<file path="src/rtl/bridge_ctrl_pkg.sv">
// Shared types and pattern constants for the bridge controller.
// Patterns are ordered {top, bot, plus, minus, pause_p, pause_n}.
package bridge_ctrl_pkg;

   typedef enum logic [2:0] {
      CMD_OFF   = 3'd0,
      CMD_PLUS  = 3'd1,
      CMD_MINUS = 3'd2,
      CMD_BAL_P = 3'd3,
      CMD_BAL_N = 3'd4,
      CMD_START = 3'd5,
      CMD_SHUT  = 3'd6,
      CMD_DIS   = 3'd7
   } cmd_t;

   typedef enum logic [3:0] {
      RX_IDLE, RX_START, RX_DIS0, RX_DIS1, RX_DIS2, RX_DIS3,
      RX_UPDATE, RX_ERROR, RX_CLR1, RX_CLR2
   } rx_state_t;

   typedef enum logic [1:0] {
      ST_IDLE, ST_WAIT_PRE, ST_WAIT_SET
   } start_state_t;

   typedef struct packed {
      logic [3:0] top;
      logic [3:0] bot;
      logic       plus;
      logic       minus;
      logic       pause_p;
      logic       pause_n;
   } pattern_t;

   localparam int PAT_W = $bits(pattern_t);

   localparam pattern_t PAT_OFF   = '{4'b0000, 4'b0000, 1'b0, 1'b0, 1'b0, 1'b0};
   localparam pattern_t PAT_PLUS  = '{4'b0001, 4'b0010, 1'b1, 1'b0, 1'b0, 1'b0};
   localparam pattern_t PAT_MINUS = '{4'b0010, 4'b0001, 1'b0, 1'b1, 1'b0, 1'b0};
   localparam pattern_t PAT_BAL_P = '{4'b0100, 4'b1000, 1'b0, 1'b0, 1'b1, 1'b0};
   localparam pattern_t PAT_BAL_N = '{4'b1000, 4'b0100, 1'b0, 1'b0, 1'b0, 1'b1};
   localparam pattern_t PAT_DIS3  = '{4'b0100, 4'b1000, 1'b1, 1'b0, 1'b0, 1'b0};

   function automatic pattern_t cmd_pattern(input cmd_t c);
      case (c)
         CMD_PLUS:  return PAT_PLUS;
         CMD_MINUS: return PAT_MINUS;
         CMD_BAL_P: return PAT_BAL_P;
         CMD_BAL_N: return PAT_BAL_N;
         default:   return PAT_OFF;
      endcase
   endfunction

endpackage

</file>
<file path="src/rtl/bridge_deadtime.sv">
// Dead-time holder: captures the pending pattern on load and counts the
// all-off interval down; ready is high once the interval has elapsed.
module bridge_deadtime
   import bridge_ctrl_pkg::*;
#(
   parameter int DEADTIME = 4
) (
   input  logic             clk,
   input  logic             rst,
   input  logic             load,
   input  logic [PAT_W-1:0] pat_in,
   output logic [PAT_W-1:0] pat_pend,
   output logic             ready
);

   localparam int DT_W = $clog2(DEADTIME) + 1;

   logic [DT_W-1:0] cnt_reg;

   always_ff @(posedge clk or posedge rst) begin
      if (rst) begin
         cnt_reg  <= '0;
         pat_pend <= '0;
      end else if (load) begin
         cnt_reg  <= DT_W'(DEADTIME);
         pat_pend <= pat_in;
      end else if (cnt_reg != '0) begin
         cnt_reg <= cnt_reg - DT_W'(1);
      end
   end

   assign ready = (cnt_reg == '0);

endmodule

</file>
<file path="src/rtl/bridge_ctrl.sv">
// H-bridge command decoder with start sequencing, dead-time and sticky errors.
// Optional pattern watchdog enabled by defining BRIDGE_CTRL_WATCHDOG_EN.
module bridge_ctrl
   import bridge_ctrl_pkg::*;
#(
   parameter int FREQ       = 50000000,
   parameter int N_ERR      = 8,
   parameter int DEADTIME   = 4,
   parameter int T_PRECHG_S = 15,
   parameter int T_SETTLE_S = 1,
   parameter int FRAME_TO   = 1000000
) (
   input  logic             clk,
   input  logic             rst,
   input  logic             bus_clk,
   input  logic [2:0]       bus,
   input  logic [N_ERR-1:0] err_i,
   output logic [3:0]       top,
   output logic [3:0]       bot,
   output logic             plus,
   output logic             minus,
   output logic             pause_p,
   output logic             pause_n,
   output logic             st,
   output logic             ch,
   output logic             fan,
   output logic             brk,
   output logic [N_ERR-1:0] err_flags,
   output logic             in_error,
   output logic             idle
);

   localparam int PRE_LOAD  = FREQ * T_PRECHG_S - 1;
   localparam int SET_LOAD  = FREQ * T_SETTLE_S - 1;
   localparam int START_MAX = (PRE_LOAD > SET_LOAD) ? PRE_LOAD : SET_LOAD;
   localparam int START_W   = $clog2(START_MAX) + 1;
   localparam int FRAME_W   = $clog2(FRAME_TO) + 1;

   logic                bus_clk_q;
   logic                strobe;
   cmd_t                sym;
   pattern_t            pat_reg;
   rx_state_t           rx_state;
   start_state_t        start_state;
   logic [START_W-1:0]  start_cnt;
   logic [FRAME_W-1:0]  frame_cnt;
   logic                st_reg, ch_reg, fan_reg, brk_reg, in_error_reg, idle_reg;
   logic [N_ERR-1:0]    flags_reg;
   logic                load_req;
   pattern_t            load_pat;
   logic [PAT_W-1:0]    dt_pend;
   logic                dt_ready;
   logic                wd_expire;

   assign strobe = bus_clk_q & ~bus_clk;
   assign sym    = cmd_t'(bus);

`ifdef BRIDGE_CTRL_WATCHDOG_EN
   localparam int WD_LOAD = FREQ / 10;
   localparam int WD_W    = $clog2(WD_LOAD) + 1;
   logic [WD_W-1:0] wd_cnt;

   always_ff @(posedge clk or posedge rst) begin
      if (rst)
         wd_cnt <= '0;
      else if (strobe)
         wd_cnt <= WD_W'(WD_LOAD);
      else if (wd_cnt != '0)
         wd_cnt <= wd_cnt - WD_W'(1);
   end

   assign wd_expire = (|{pat_reg.top, pat_reg.bot}) && !strobe && (wd_cnt == '0);
`else
   assign wd_expire = 1'b0;
`endif

   // Pattern loads are decided here so the dead-time block latches them in the same cycle.
   always_comb begin
      load_req = 1'b0;
      load_pat = PAT_OFF;
      if (strobe && (err_i == '0) && !wd_expire) begin
         if (rx_state == RX_IDLE && sym >= CMD_PLUS && sym <= CMD_BAL_N &&
             start_state == ST_IDLE && st_reg && !ch_reg) begin
            load_req = 1'b1;
            load_pat = cmd_pattern(sym);
         end else if (rx_state == RX_DIS3 && !st_reg && !ch_reg &&
                      (sym == CMD_PLUS || sym == CMD_BAL_P)) begin
            load_req = 1'b1;
            load_pat = (sym == CMD_PLUS) ? PAT_PLUS : PAT_DIS3;
         end
      end
   end

   bridge_deadtime #(.DEADTIME(DEADTIME)) u_deadtime (
      .clk      (clk),
      .rst      (rst),
      .load     (load_req),
      .pat_in   (load_pat),
      .pat_pend (dt_pend),
      .ready    (dt_ready)
   );

   always_ff @(posedge clk or posedge rst) begin
      if (rst) begin
         bus_clk_q    <= 1'b0;
         pat_reg      <= PAT_OFF;
         rx_state     <= RX_IDLE;
         start_state  <= ST_IDLE;
         start_cnt    <= '0;
         frame_cnt    <= '0;
         st_reg       <= 1'b0;
         ch_reg       <= 1'b0;
         fan_reg      <= 1'b0;
         brk_reg      <= 1'b0;
         flags_reg    <= '0;
         in_error_reg <= 1'b0;
         idle_reg     <= 1'b0;
      end else begin
         bus_clk_q    <= bus_clk;
         in_error_reg <= (rx_state == RX_ERROR);
         idle_reg     <= (rx_state == RX_IDLE);

         if (strobe)
            frame_cnt <= FRAME_W'(FRAME_TO);
         else if (frame_cnt != '0)
            frame_cnt <= frame_cnt - FRAME_W'(1);

         case (start_state)
            ST_WAIT_PRE:
               if (start_cnt == '0) begin
                  st_reg      <= 1'b1;
                  start_cnt   <= START_W'(SET_LOAD);
                  start_state <= ST_WAIT_SET;
               end else
                  start_cnt <= start_cnt - START_W'(1);
            ST_WAIT_SET:
               if (start_cnt == '0) begin
                  ch_reg      <= 1'b0;
                  start_state <= ST_IDLE;
               end else
                  start_cnt <= start_cnt - START_W'(1);
            default: ;
         endcase

         // Errors win over everything below, including the start sequencer above.
         if (err_i != '0) begin
            flags_reg   <= flags_reg | err_i;
            pat_reg     <= PAT_OFF;
            st_reg      <= 1'b0;
            ch_reg      <= 1'b0;
            fan_reg     <= 1'b1;
            brk_reg     <= 1'b1;
            start_state <= ST_IDLE;
            rx_state    <= RX_ERROR;
         end else if (wd_expire) begin
            pat_reg  <= PAT_OFF;
            rx_state <= RX_IDLE;
         end else begin
            case (rx_state)
               RX_IDLE:
                  if (strobe) begin
                     case (sym)
                        CMD_OFF:   pat_reg <= PAT_OFF;
                        CMD_START: rx_state <= RX_START;
                        CMD_DIS:   rx_state <= RX_DIS0;
                        CMD_SHUT: begin
                           pat_reg     <= PAT_OFF;
                           st_reg      <= 1'b0;
                           ch_reg      <= 1'b0;
                           fan_reg     <= 1'b0;
                           start_state <= ST_IDLE;
                        end
                        default:
                           if (load_req) begin
                              pat_reg  <= PAT_OFF;
                              rx_state <= RX_UPDATE;
                           end
                     endcase
                  end
               RX_START:
                  if (strobe) begin
                     if (sym == CMD_OFF) begin
                        pat_reg     <= PAT_OFF;
                        fan_reg     <= 1'b1;
                        st_reg      <= 1'b0;
                        ch_reg      <= 1'b1;
                        start_cnt   <= START_W'(PRE_LOAD);
                        start_state <= ST_WAIT_PRE;
                     end
                     rx_state <= RX_IDLE;
                  end else if (frame_cnt == '0)
                     rx_state <= RX_IDLE;
               RX_DIS0:
                  if (strobe) rx_state <= (sym == CMD_OFF) ? RX_DIS1 : RX_IDLE;
                  else if (frame_cnt == '0) rx_state <= RX_IDLE;
               RX_DIS1:
                  if (strobe) rx_state <= (sym == CMD_DIS) ? RX_DIS2 : RX_IDLE;
                  else if (frame_cnt == '0) rx_state <= RX_IDLE;
               RX_DIS2:
                  if (strobe) rx_state <= (sym == CMD_OFF) ? RX_DIS3 : RX_IDLE;
                  else if (frame_cnt == '0) rx_state <= RX_IDLE;
               RX_DIS3:
                  if (strobe) begin
                     if (load_req) begin
                        pat_reg  <= PAT_OFF;
                        rx_state <= RX_UPDATE;
                     end else
                        rx_state <= RX_IDLE;
                  end else if (frame_cnt == '0)
                     rx_state <= RX_IDLE;
               RX_UPDATE:
                  if (strobe && dt_ready) begin
                     pat_reg  <= pattern_t'(dt_pend);
                     rx_state <= RX_IDLE;
                  end
               RX_ERROR:
                  if (strobe && sym == CMD_SHUT) rx_state <= RX_CLR1;
               RX_CLR1:
                  if (strobe) rx_state <= (sym == CMD_SHUT) ? RX_CLR2 : RX_ERROR;
                  else if (frame_cnt == '0) rx_state <= RX_ERROR;
               RX_CLR2:
                  if (strobe) begin
                     if (sym == CMD_SHUT) begin
                        flags_reg <= '0;
                        brk_reg   <= 1'b0;
                        rx_state  <= RX_IDLE;
                     end else
                        rx_state <= RX_ERROR;
                  end else if (frame_cnt == '0)
                     rx_state <= RX_ERROR;
               default: rx_state <= RX_IDLE;
            endcase
         end
      end
   end

   assign top       = pat_reg.top;
   assign bot       = pat_reg.bot;
   assign plus      = pat_reg.plus;
   assign minus     = pat_reg.minus;
   assign pause_p   = pat_reg.pause_p;
   assign pause_n   = pat_reg.pause_n;
   assign st        = st_reg;
   assign ch        = ch_reg;
   assign fan       = fan_reg;
   assign brk       = brk_reg;
   assign err_flags = flags_reg;
   assign in_error  = in_error_reg;
   assign idle      = idle_reg;

endmodule

</file>
<file path="config.mk">
export PLATFORM = sky130hd
export DESIGN_NAME = bridge_ctrl
export DESIGN_NICKNAME = d
export VERILOG_FILES = /design/src/rtl/bridge_ctrl_pkg.sv /design/src/rtl/bridge_deadtime.sv /design/src/rtl/bridge_ctrl.sv
export SDC_FILE = /design/constraint.sdc
export NUM_CORES = 1
export LEC_CHECK = 0
export CORE_MARGIN = 2
export CORE_UTILIZATION = 54
export DETAILED_ROUTE_END_ITERATION = 8
export HOLD_SLACK_MARGIN = 0.08
export PLACE_DENSITY = 0.77
export RECOVER_POWER = 25
export SLEW_MARGIN = 20
export SYNTH_ARGS = -nofsm -noshare
export SYNTH_HDL_FRONTEND = slang
export SYNTH_SLANG_ARGS = --single-unit
export TNS_END_PERCENT = 30
</file>
<file path="constraint.sdc">
create_clock -name clk -period 3.5 [get_ports clk]
set_input_delay 1.05 -clock clk [delete_from_list [all_inputs] [get_ports clk]]
set_output_delay 1.05 -clock clk [all_outputs]
set_load 0.05 [all_outputs]
</file>
==> summary.txt, run 1 <==
Yosys
  • Mapped Nets: 663
  • Ys flop type: dfrtp_1
  • Number of flops mapped to enable cells by yosys: 0
  • Post-synthesis sequential area ratio: 41.9%
  • Yosys warns: 0
  • Post-synth top cells: dfrtp_1 (94), nor2_1 (67), nand2_1 (56)
  • Area leader, netlist: dfrtp_1
  • Cell variety after synth: 70
  • Synthesized area: 5610 µm²
  • Dominant cell by count in the synthesized netlist: dfrtp_1
  • Synth area leaders: dfrtp_1 (42%), nor2_1 (4.5%), a21oi_1 (4.1%), nand2_1 (3.7%), o21ai_0 (3.1%)
  • Synth top area share: a little over two fifths
  • Yosys reg bits: 94
  • Post-Synthesis Cells: 640
  • Syn_area_per_cell: 8.77 µm²
  • Async SR Flop Fraction: 100%

Global route
  • Grt total ovfl: 0
  • Global-route wire length before repair: 23600 µm
  • Vias in the first global route: about 4900
  • Gr usage total: 26.0%
  • Largest net degree at the start of global routing: 71
  • Initial antenna violation count: 0

Finish
  • Area grow syn2layout: 14.8%
  • Register with the highest flop count: start_cnt
  • Net count, final: 702
  • Antenna diodes: 0
  • Share of cells above drive strength 1: 9.52%
  • Fin util: a little over three fifths
  • Number of flip-flops in the largest register: 31

Die
  • Full die area: about 11000 µm²
  • Core Area: ~10000 µm²
  • Die width: 106 µm
  • Site Rows: 37
  • Num ports: 40
  • Initial Utilization: a little under three fifths
  • Vert. Die Dim: ~110 µm

Clock tree
  • Total CTS buffers: 9
  • Worst-Skew Late Latency: 360 ps
  • Hold Buf Count CTS: 0
  • CTS Buffer Depth: 2
  • CTS tree: done
  • Clock Pin Slew Worst Setup and Hold Paths: 100 ps
  • CTS H-tree lvls: 3
  • Root Driver: clkbuf_8
  • Clk sinks: 94
  • Post_cts resized: 0
  • Post-CTS setup buffers: 0

Pwr
  • P_leak: 2.42 nW
  • Power density over the cells: ~370 nW/µm²
  • Maximum vdd drop: 0.000353 V

STA
  • RSZ-0062 raised after global routing: false
  • # setup viols final: 0
  • Crit path time final: 3090 ps
  • Max Freq: 0.324 GHz
  • Tcrit/Tclk final: about nine tenths
  • Rel. slew slack: 28.4%
  • Max Slew Vio Count: 0
  • Worst Tran Pin Value: 1070 ps
  • Fin Clk Skew: 13.2 ps
  • Fin Setup TNS: 0 ps
  • Final hold violation count: 0

Drt
  • DR vias: 5166
  • Iter 0 DRT Violations: 266
  • Drt drc: 0
  • Initial DRT Pass Iterations: 5
  • Via density: 6.31
  • Routed length per instance: ~17 µm
  • Final WL: 14100 µm
  • Post-route ant nets: 0

Setup path
  • Flop-to-flop setup slack: 720 ps
  • Kind of critical path: input port to register
  • Arrival @ worst endpoint: 3320 ps
  • Critical path capture point type: register
  • Startpoint types: input port
  • Critical path fanouts, max: 11
  • Reg-to-Reg End: start_cnt[10]
  • Req. time, crit path: 3730 ps
  • R2R depth: 6
  • R2r startpoint: start_cnt[26]

Min path
  • Hold worst-path end: err_flags[7]
  • WHS Path Cells: 1
  • Hold Startpoint: err_flags[7]
  • Hold/Removal Path Class: register to register

Placement
  • Detail Placement HPWL: 9970 µm
  • RePlAce Congestion: roughly 0.94
  • PortBufs: 39

Run status
  • Outcome: completed

Flow run
  • MaxCap Viol Count: 0
## power by group
group          internal, mW  switching, mW  leakage [nW]
sequential             1.15         0.0579          1.05
combinational         0.160          0.197          1.26
clock                 0.405          0.389         0.106
total                  1.72          0.644          2.42
## area by class of cell
class,count,area (µm²)
Tap cell,136,170
Sequential cell,94,2350
Clock inverter,6,93.8
Multi-Input combinational cell,492,3060
Clock buffer,9,124
Fill cell,858,3740
Inverter,22,83.8
Timing Repair Buffer,60,561
## per-layer routing
metal | track usage (%) | wire (µm) | vias up
met2 | 42.4 | 6670 | 246
met5 | 0 | 0 | -
met1 | 33.9 | 6090 | 2479
met4 | 8.55 | 255 | 0
met3 | 6.68 | 1110 | 27
li1 | - | - | 2414
## critical path, cell delays in order
cell and delay (ps):
clkdlybuf4s50_1 410, or2_1 280, or3_1 340, a221oi_1 430
o311ai_2 350, nor3_1 370, nor2_1 90
## layout by cell type (no fill, tap or decap), types with 3 or more instances in the layout
cell / instances
nor2_2: 4
inv_1: 20
buf_4: 19
nor2b_1: 13
o211ai_1: 7
nand2b_1: 11
nor4_4: 4
xor2_1: 11
or2_2: 4
nor3_2: 3
clkbuf_8: 9
nand2_1: 56
or3_1: 7
nor4b_1: 3
nor3_1: 24
o311ai_1: 3
nand3_1: 26
nand4_1: 16
o21a_1: 15
or4_1: 5
xnor2_1: 7
nor4_1: 10
o31ai_1: 8
clkdlybuf4s50_1: 38
a211oi_1: 4
and2_1: 3
a31oi_1: 13
o21ai_1: 6
a21oi_1: 46
and3_1: 4
dfrtp_1: 94
o21ai_0: 35
a21o_1: 5
mux2i_1: 8
ha_1: 9
and4_1: 3
nor2_1: 67
nand3b_1: 7
## through the flow
step	total power, mW	area (µm²)	hold WS (ps)	setup slack, ps	cells
floorplan	1.49	5610	470	1.33	640
global placement	1.56	6230	462	87.6	804
detailed placement	1.59	6230	467	45.3	804
CTS	2.38	6450	490	403	819
global route	2.49	6440	517	214	819
finish	2.36	6440	485	409	819
## how the worst max path moves through the flow
stage	from	slack, ps	to
floorplan	rst	1	bot[0]
global placement	bus[2]	90	top[3]
detailed placement	bus[2]	50	top[3]
CTS	bus[2]	400	top[3]
global route	bus_clk	210	top[3]
finish	bus[2]	410	top[3]
## cells by family (layout without fill, tap and decap cells)
| family | after synthesis | count (layout) | share of synthesized area [%] |
|---|---|---|---|
| flip-flops | 94 | 94 | 41.9 |
| adder cells (fa/ha/maj) | 9 | 9 | 2.01 |
| buffers and inverters | 54 | 97 | 3.77 |
| multiplexers | 11 | 11 | 2.03 |
| AND/OR/NAND/NOR | 283 | 283 | 27.5 |
| AO/OA/AOI/OAI | 171 | 171 | 20.0 |
| XOR/XNOR | 18 | 18 | 2.81 |
(Power assumes the default switching activity.)
==> run 2: changes to the inputs <==
- CELL_PAD_IN_SITES_DETAIL_PLACEMENT: not set -> 1
- CELL_PAD_IN_SITES_GLOBAL_PLACEMENT: not set -> 2
- CORE_UTILIZATION: 54 -> 33
- PLACE_DENSITY: 0.77 -> not set
- PLACE_DENSITY_LB_ADDON: not set -> 0.1
==> run 2 against run 1 <==
Compared with the run above: the flow now finishes with violations (max-capacitance violations); clock-buffer cell count up 1; clock power up 25%; non-clock buffer count up 10; critical path depth up 1; clock skew down 6.8 ps; maximum frequency down 1.9%; total power up 8.3%; combinational power down 1%; register-to-register slack worse by 40 ps; die area up 61%; global-route usage down 5.5 points; final cell count up 12%; critical endpoint is now pause_p; highest routed layer unchanged.
==> summary.txt, run 2 (synthesized netlist as in run 1, its figures left out) <==
STA
  • Worst Tran Pin Value: approximately 1500 ps
  • # setup viols final: 0
  • Max Slew Vio Count: 0
  • Fin Clk Skew: 6.34 ps
  • RSZ-0062 raised after global routing: false
  • Max Freq: 0.317 GHz
  • Rel. slew slack: 0.0301%
  • Fin Setup TNS: 0 ps
  • Final hold violation count: 0
  • Tcrit/Tclk final: approximately nine tenths
  • Crit path time final: 3150 ps
  • Final setup margin: 350 ps

Setup path
  • Critical path fanouts, max: 8
  • Critical path capture point type: register
  • CP peak stage delay: 570 ps
  • Slowest CP cell: dlygate4sd3_1
  • Startpoint types: input port
  • Crit-path leading delay family: compound AO/OA/AOI/OAI gates
  • Buf/Inv on CP: 2
  • Arrival @ worst endpoint: 3390 ps
  • Req. time, crit path: 3740 ps
  • Kind of critical path: input port to register
  • Cell Chain, Critical Path: dlygate4sd3_1 > nand2b_1 > or3_1 > a221oi_1 > o311ai_1 > buf_4 > o21ai_0 > a21oi_1

Die
  • Vert. Die Dim: 134 µm
  • Initial Utilization: 33.8%
  • Num ports: 40
  • Die width: 134 µm
  • Core Area: 16600 µm²
  • Site Rows: 47
  • Full die area: 18100 µm²

Drt
  • DR vias: 5166
  • Drt drc: 0
  • Iter 0 DRT Violations: roughly 250
  • Post-route ant nets: 0
  • Routed length per instance: 19.3 µm
  • Initial DRT Pass Iterations: 4
  • Via density: 5.65
  • Final WL: around 18000 µm

Finish
  • Most frequent cells in the layout: dfrtp_1 (94), nor2_1 (67), nand2_1 (56), a21oi_1 (46), clkdlybuf4s50_1 (37)
  • Net count, final: 712
  • Area grow syn2layout: 19.4%
  • Antenna diodes: 0
  • Fin util: between 40% and 50%
  • Final Cell Area: 6700 µm²
  • Share of cells above drive strength 1: around 11%
  • Register with the highest flop count: start_cnt
  • Commonest non-fill, non-tap cell in the layout: dfrtp_1
  • Number of flip-flops in the largest register: 31

Global route
  • Vias in the first global route: about 5400
  • Gr usage total: between 20% and 30%
  • Initial antenna violation count: 0
  • Largest net degree at the start of global routing: between 60 and 70
  • Global-route wire length before repair: 29300 µm
  • Grt total ovfl: 0

Placement
  • Post-DP Area: roughly 6400 µm²
  • Detail Placement HPWL: 12800 µm
  • Place WS: 60.6 ps
  • RePlAce Congestion: 0.803
  • PortBufs: 39

Run status
  • Failing checks: max-capacitance violations
  • Outcome: finished, violations left

Clock tree
  • Clock Pin Slew Worst Setup and Hold Paths: 70 ps
  • Clk sinks: 94
  • CTS Buffer Depth: 2
  • CTS tree: done
  • CTS H-tree lvls: 3
  • Root Driver: clkbuf_16
  • Hold Buf Count CTS: 0
  • Total CTS buffers: 9
  • Post_cts resized: 0
  • Worst-Skew Late Latency: 350 ps
  • Post-CTS setup buffers: 0

Pwr
  • P_leak: between 2 and 3 nW
  • Switching share of power: 28.7%
  • Sequential power share: 47.3%
  • Pint: approximately 1.8 mW
  • Overall power: ~2.6 mW
  • Power density over the cells: 381 nW/µm²
  • Maximum vdd drop: between 0.0002 and 0.00025 V
  • Clock share of power: around 40%
  • Net switching power figure: 733 µW
  • Comb power frac: roughly 14%

Min path
  • Hold/Removal Path Class: register to register

Flow run
  • MaxCap Viol Count: 1
[run 2: power by group through the flow]
stage	sequential [mW]	combinational, mW	clock, mW
floorplan	1.22	0.270	0
finish	1.21	0.353	0.994
global route	1.22	0.400	1.07
detailed placement	1.23	0.361	0
CTS	1.21	0.363	1.03
global placement	1.23	0.344	0
[run 2: area by class of cell]
type	count	area, µm²
Fill cell	1965	9880
Timing Repair Buffer	70	648
Multi-Input combinational cell	492	3050
Tap cell	220	275
Inverter	22	83.8
Clock inverter	6	50.0
Clock buffer	10	239
Sequential cell	94	2350
[run 2: per-layer routing]
layer / share of wire, % / track usage [%]
met5: 0 / 0
met4: 0.81 / 4.62
met3: 2.8 / 3.25
met2: 46 / 31.9
met1: 51 / 30.0
[run 2: worst register-to-register path, stage by stage (launching register included)]
cell and delay, ps:
dfrtp_1 710, nor2_1 180, nand2_1 190, inv_1 160, a31oi_1 230, a2111oi_2 80, nor3_1 830, o21ai_0 200
a21oi_1 190
[run 2: final timing paths]
check                           slack [ps]            end  depth (start not counted)         start
worst max-delay path                   350        pause_p                          8       bus_clk
worst min-delay path                   480   err_flags[4]                          1  err_flags[4]
worst max register to register         680        pause_p                          8   rx_state[2]
worst min register to register         480   err_flags[4]                          1  err_flags[4]
max in group asynchronous             1050  start_cnt[21]                          3           rst
min in group asynchronous             1500   err_flags[0]                          2           rst
[run 2: metrics by stage]
step / instances / hold WS, ps
after floorplan: 640 / 470
after global placement: 898 / 463
after detailed placement: 898 / 471
after CTS: 914 / 488
after global routing: 914 / 512
final: 914 / 480
==> run 3: changes to the inputs <==
- ABC_AREA: not set -> 1
- CORE_UTILIZATION: 33 -> 31
- MAX_ROUTING_LAYER: not set -> met4
- REMOVE_ABC_BUFFERS: not set -> 1
==> run 3 against run 2 <==
Compared with the run above: the run ends with max-capacitance violations, max-slew violations left; wire length is 11% higher; sequential share of layout area decreased by 1.3 points; maximum frequency increased by 12%; total power rose by 1.2%; utilization shrank 3.5 points; die area grew 13%; flip-flop and latch count unchanged; register-to-register slack better by 410 ps; global-route usage grew 0.14 points; clock skew increased by 0.65 ps; synthesized cell count up 32%; critical endpoint is now pause_n.
==> summary.txt, run 3 <==
Run status
  • Outcome: finished, violations left
  • Failing checks: max-capacitance violations, max-slew violations

Yosys
  • Post-synthesis sequential area ratio: 39.3%
  • Yosys warns: 0
  • Yosys reg bits: 94
  • Syn_area_per_cell: between 7 and 8 µm²
  • Area leader, netlist: dfrtp_1
  • Synthesized area: 5980 µm²
  • Post-synth top cells: nand2_1 (207), nor2_1 (99), inv_1 (98)
  • Synth area leaders: dfrtp_1 (39%), nand2_1 (13%), nand3_1 (7.8%), nor2_1 (6.2%), inv_1 (6.2%)
  • Ys flop type: dfrtp_1
  • Dominant cell by count in the synthesized netlist: nand2_1
  • Post-Synthesis Cells: 846
  • Cell variety after synth: 45
  • Number of flops mapped to enable cells by yosys: 0
  • Async SR Flop Fraction: 100%
  • Synth top area share: 39.3%

Drt
  • DR vias: 5852
  • Initial DRT Pass Iterations: 4
  • Post-route ant nets: 0
  • Final WL: 19600 µm
  • Routed length per instance: 17.0 µm
  • Drt drc: 0
  • Via density: between 5 and 6
  • Iter 0 DRT Violations: 259

STA
  • Tcrit/Tclk final: 80.3%
  • RSZ-0062 raised after global routing: false
  • Max Slew Vio Count: 33
  • Worst Tran Pin Value: 1620 ps
  • Fin Clk Skew: 6.98 ps
  • Crit path time final: 2810 ps
  • Max Freq: approximately 0.36 GHz
  • # setup viols final: 0
  • Rel. slew slack: -8.34%
  • Fin Setup TNS: 0 ps
  • Final hold violation count: 0

Setup path
  • Startpoint types: input port
  • Buf/Inv on CP: 5
  • Critical path capture point type: register
  • Critical path fanouts, max: 15
  • CP peak stage delay: 550 ps
  • Cell Chain, Critical Path: dlygate4sd3_1 > inv_1 > nand2_1 > clkinv_1 > buf_4 > nand2_1 > nand3_1 > nand3_1 > nor3_2 > buf_4 > nand3_1 > nand2_1
  • R2R depth: 12
  • Kind of critical path: input port to register
  • Stages on the worst setup path: 12
  • Arrival @ worst endpoint: 3100 ps
  • Crit-path leading delay family: buffers and inverters
  • Req. time, crit path: 3800 ps
  • Slowest CP cell: dlygate4sd3_1

Clock tree
  • CTS Buffer Depth: 2
  • Post-CTS setup buffers: 0
  • Clock Pin Slew Worst Setup and Hold Paths: 80 ps
  • CTS tree: done
  • Worst-Skew Late Latency: 350 ps
  • Root Driver: clkbuf_16
  • Total CTS buffers: 9
  • Clk sinks: 94
  • Hold Buf Count CTS: 0
  • Post_cts resized: 0
  • CTS H-tree lvls: 3

Pwr
  • Power density over the cells: 372 nW/µm²
  • Net switching power figure: 802 µW
  • Overall power: 2.59 mW
  • Maximum vdd drop: 0.000236 V
  • P_leak: just over 3 nW
  • Sequential power share: 46.7%
  • Comb power frac: ~14%
  • Clock share of power: 39.0%
  • Pint: around 1.8 mW
  • Switching share of power: 31.0%

Die
  • Num ports: 40
  • Initial Utilization: 31.7%
  • Die width: roughly 140 µm
  • Full die area: 20400 µm²
  • Site Rows: 50
  • Core Area: 18800 µm²
  • Vert. Die Dim: 143 µm

Finish
  • Number of flip-flops in the largest register: 31
  • Register with the highest flop count: start_cnt
  • Commonest non-fill, non-tap cell in the layout: nand2_1
  • Most frequent cells in the layout: nand2_1 (209), nor2_1 (100), inv_1 (97), dfrtp_1 (94), nand3_1 (93)
  • Share of cells above drive strength 1: 7.94%
  • Area grow syn2layout: 16.3%
  • Fillers: 2408
  • Antenna diodes: 0
  • Net count, final: 912

Global route
  • Met1 usage: 28.0%
  • Vias in the first global route: approximately 6100
  • Initial antenna violation count: 0
  • GRT busiest layer: met2
  • Gr usage total: 20.6%
  • Grt total ovfl: 0
  • Largest net degree at the start of global routing: 63
  • Met2 Use GR: 32.8%
  • Global-route wire length before repair: 32200 µm
  • Met3 Usage GRT: 2.35%

Placement
  • PortBufs: 39
  • Detail Placement HPWL: 14500 µm
  • RePlAce Congestion: 0.836

Flow run
  • MaxCap Viol Count: 1

Min path
  • WHS Path Cells: 1
  • Hold/Removal Path Class: register to register
## run 3: changes by cell type after synthesis, moves of 13 or more
cell and change:
nor2_1 +32, clkbuf_1 -20, nor2b_1 -13, inv_1 +77, o21ai_0 +18, nand3_1 +67
o21a_1 -14, nand2_1 +151
## run 3: power by group through the flow
stage                     sequential, mW  combinational, mW  clock (mW)
final                               1.21              0.370        1.01
after global routing                1.22              0.430        1.09
after CTS                           1.21              0.378        1.04
after detailed placement            1.23              0.374           0
after global placement              1.23              0.364           0
after floorplan                     1.21              0.270           0
## run 3: cell type report
type | instances | area, µm² | share of cell area, %
clock inverters | 7 | 63.8 | 0.918
well taps | 260 | 325 | 4.68
repair buffers | 47 | 463 | 6.66
multi-input cells | 626 | 3100 | 44.6
flip-flops and latches | 94 | 2350 | 33.8
clock buffers | 9 | 225 | 3.24
inverters | 111 | 418 | 6.01
## run 3: per-stage QoR
stage / instances / util (%) / hold WS (ps) / instance area, µm² / setup slack [ps]
after floorplan: 831 / - / 445 / 5880 / 1.33
after global placement: 1138 / 35.4 / 469 / 6670 / 514
after detailed placement: 1138 / 35.4 / 470 / 6670 / 437
after global routing: 1154 / 36.9 / 524 / 6950 / 533
after CTS: 1154 / 37.0 / 483 / 6960 / 770
final: 1154 / 36.9 / 476 / 6950 / 691
## run 3: layer usage
layer,up-vias,wire [µm]
li1,2844,-
met1,2931,9760
met2,64,9180
met3,13,419
met4,0,242
met5,-,0
## run 3: logic make-up after synthesis
group	Yosys count	share of synthesized area, %
AO/OA/AOI/OAI	126	11.7
XOR/XNOR	18	2.64
adder cells (fa/ha/maj)	9	1.88
buffers and inverters	126	8.62
flip-flops	94	39.3
AND/OR/NAND/NOR	473	35.8
## run 3: worst register-to-register path, stage by stage (launching register included)
cell,delay (ps)
dfrtp_1,390
inv_1,190
ha_1,250
nand3_1,90
nor2_1,130
nand3_2,110
nor2_4,310
inv_2,200
ha_1,310
nand2_1,60
o21ai_0,80
nand2_1,80
o211ai_1,80
## run 3: final timing paths
path | startpoint | to | slack (ps)
worst max-delay path | bus_clk | pause_n | 690
worst min-delay path | frame_cnt[19] | frame_cnt[19] | 480
worst max register to register | start_cnt[0] | start_cnt[0] | 1090
worst min register to register | frame_cnt[19] | frame_cnt[19] | 480
max in group asynchronous | rst | start_cnt[24] | 960
min in group asynchronous | rst | start_cnt[7] | 1530
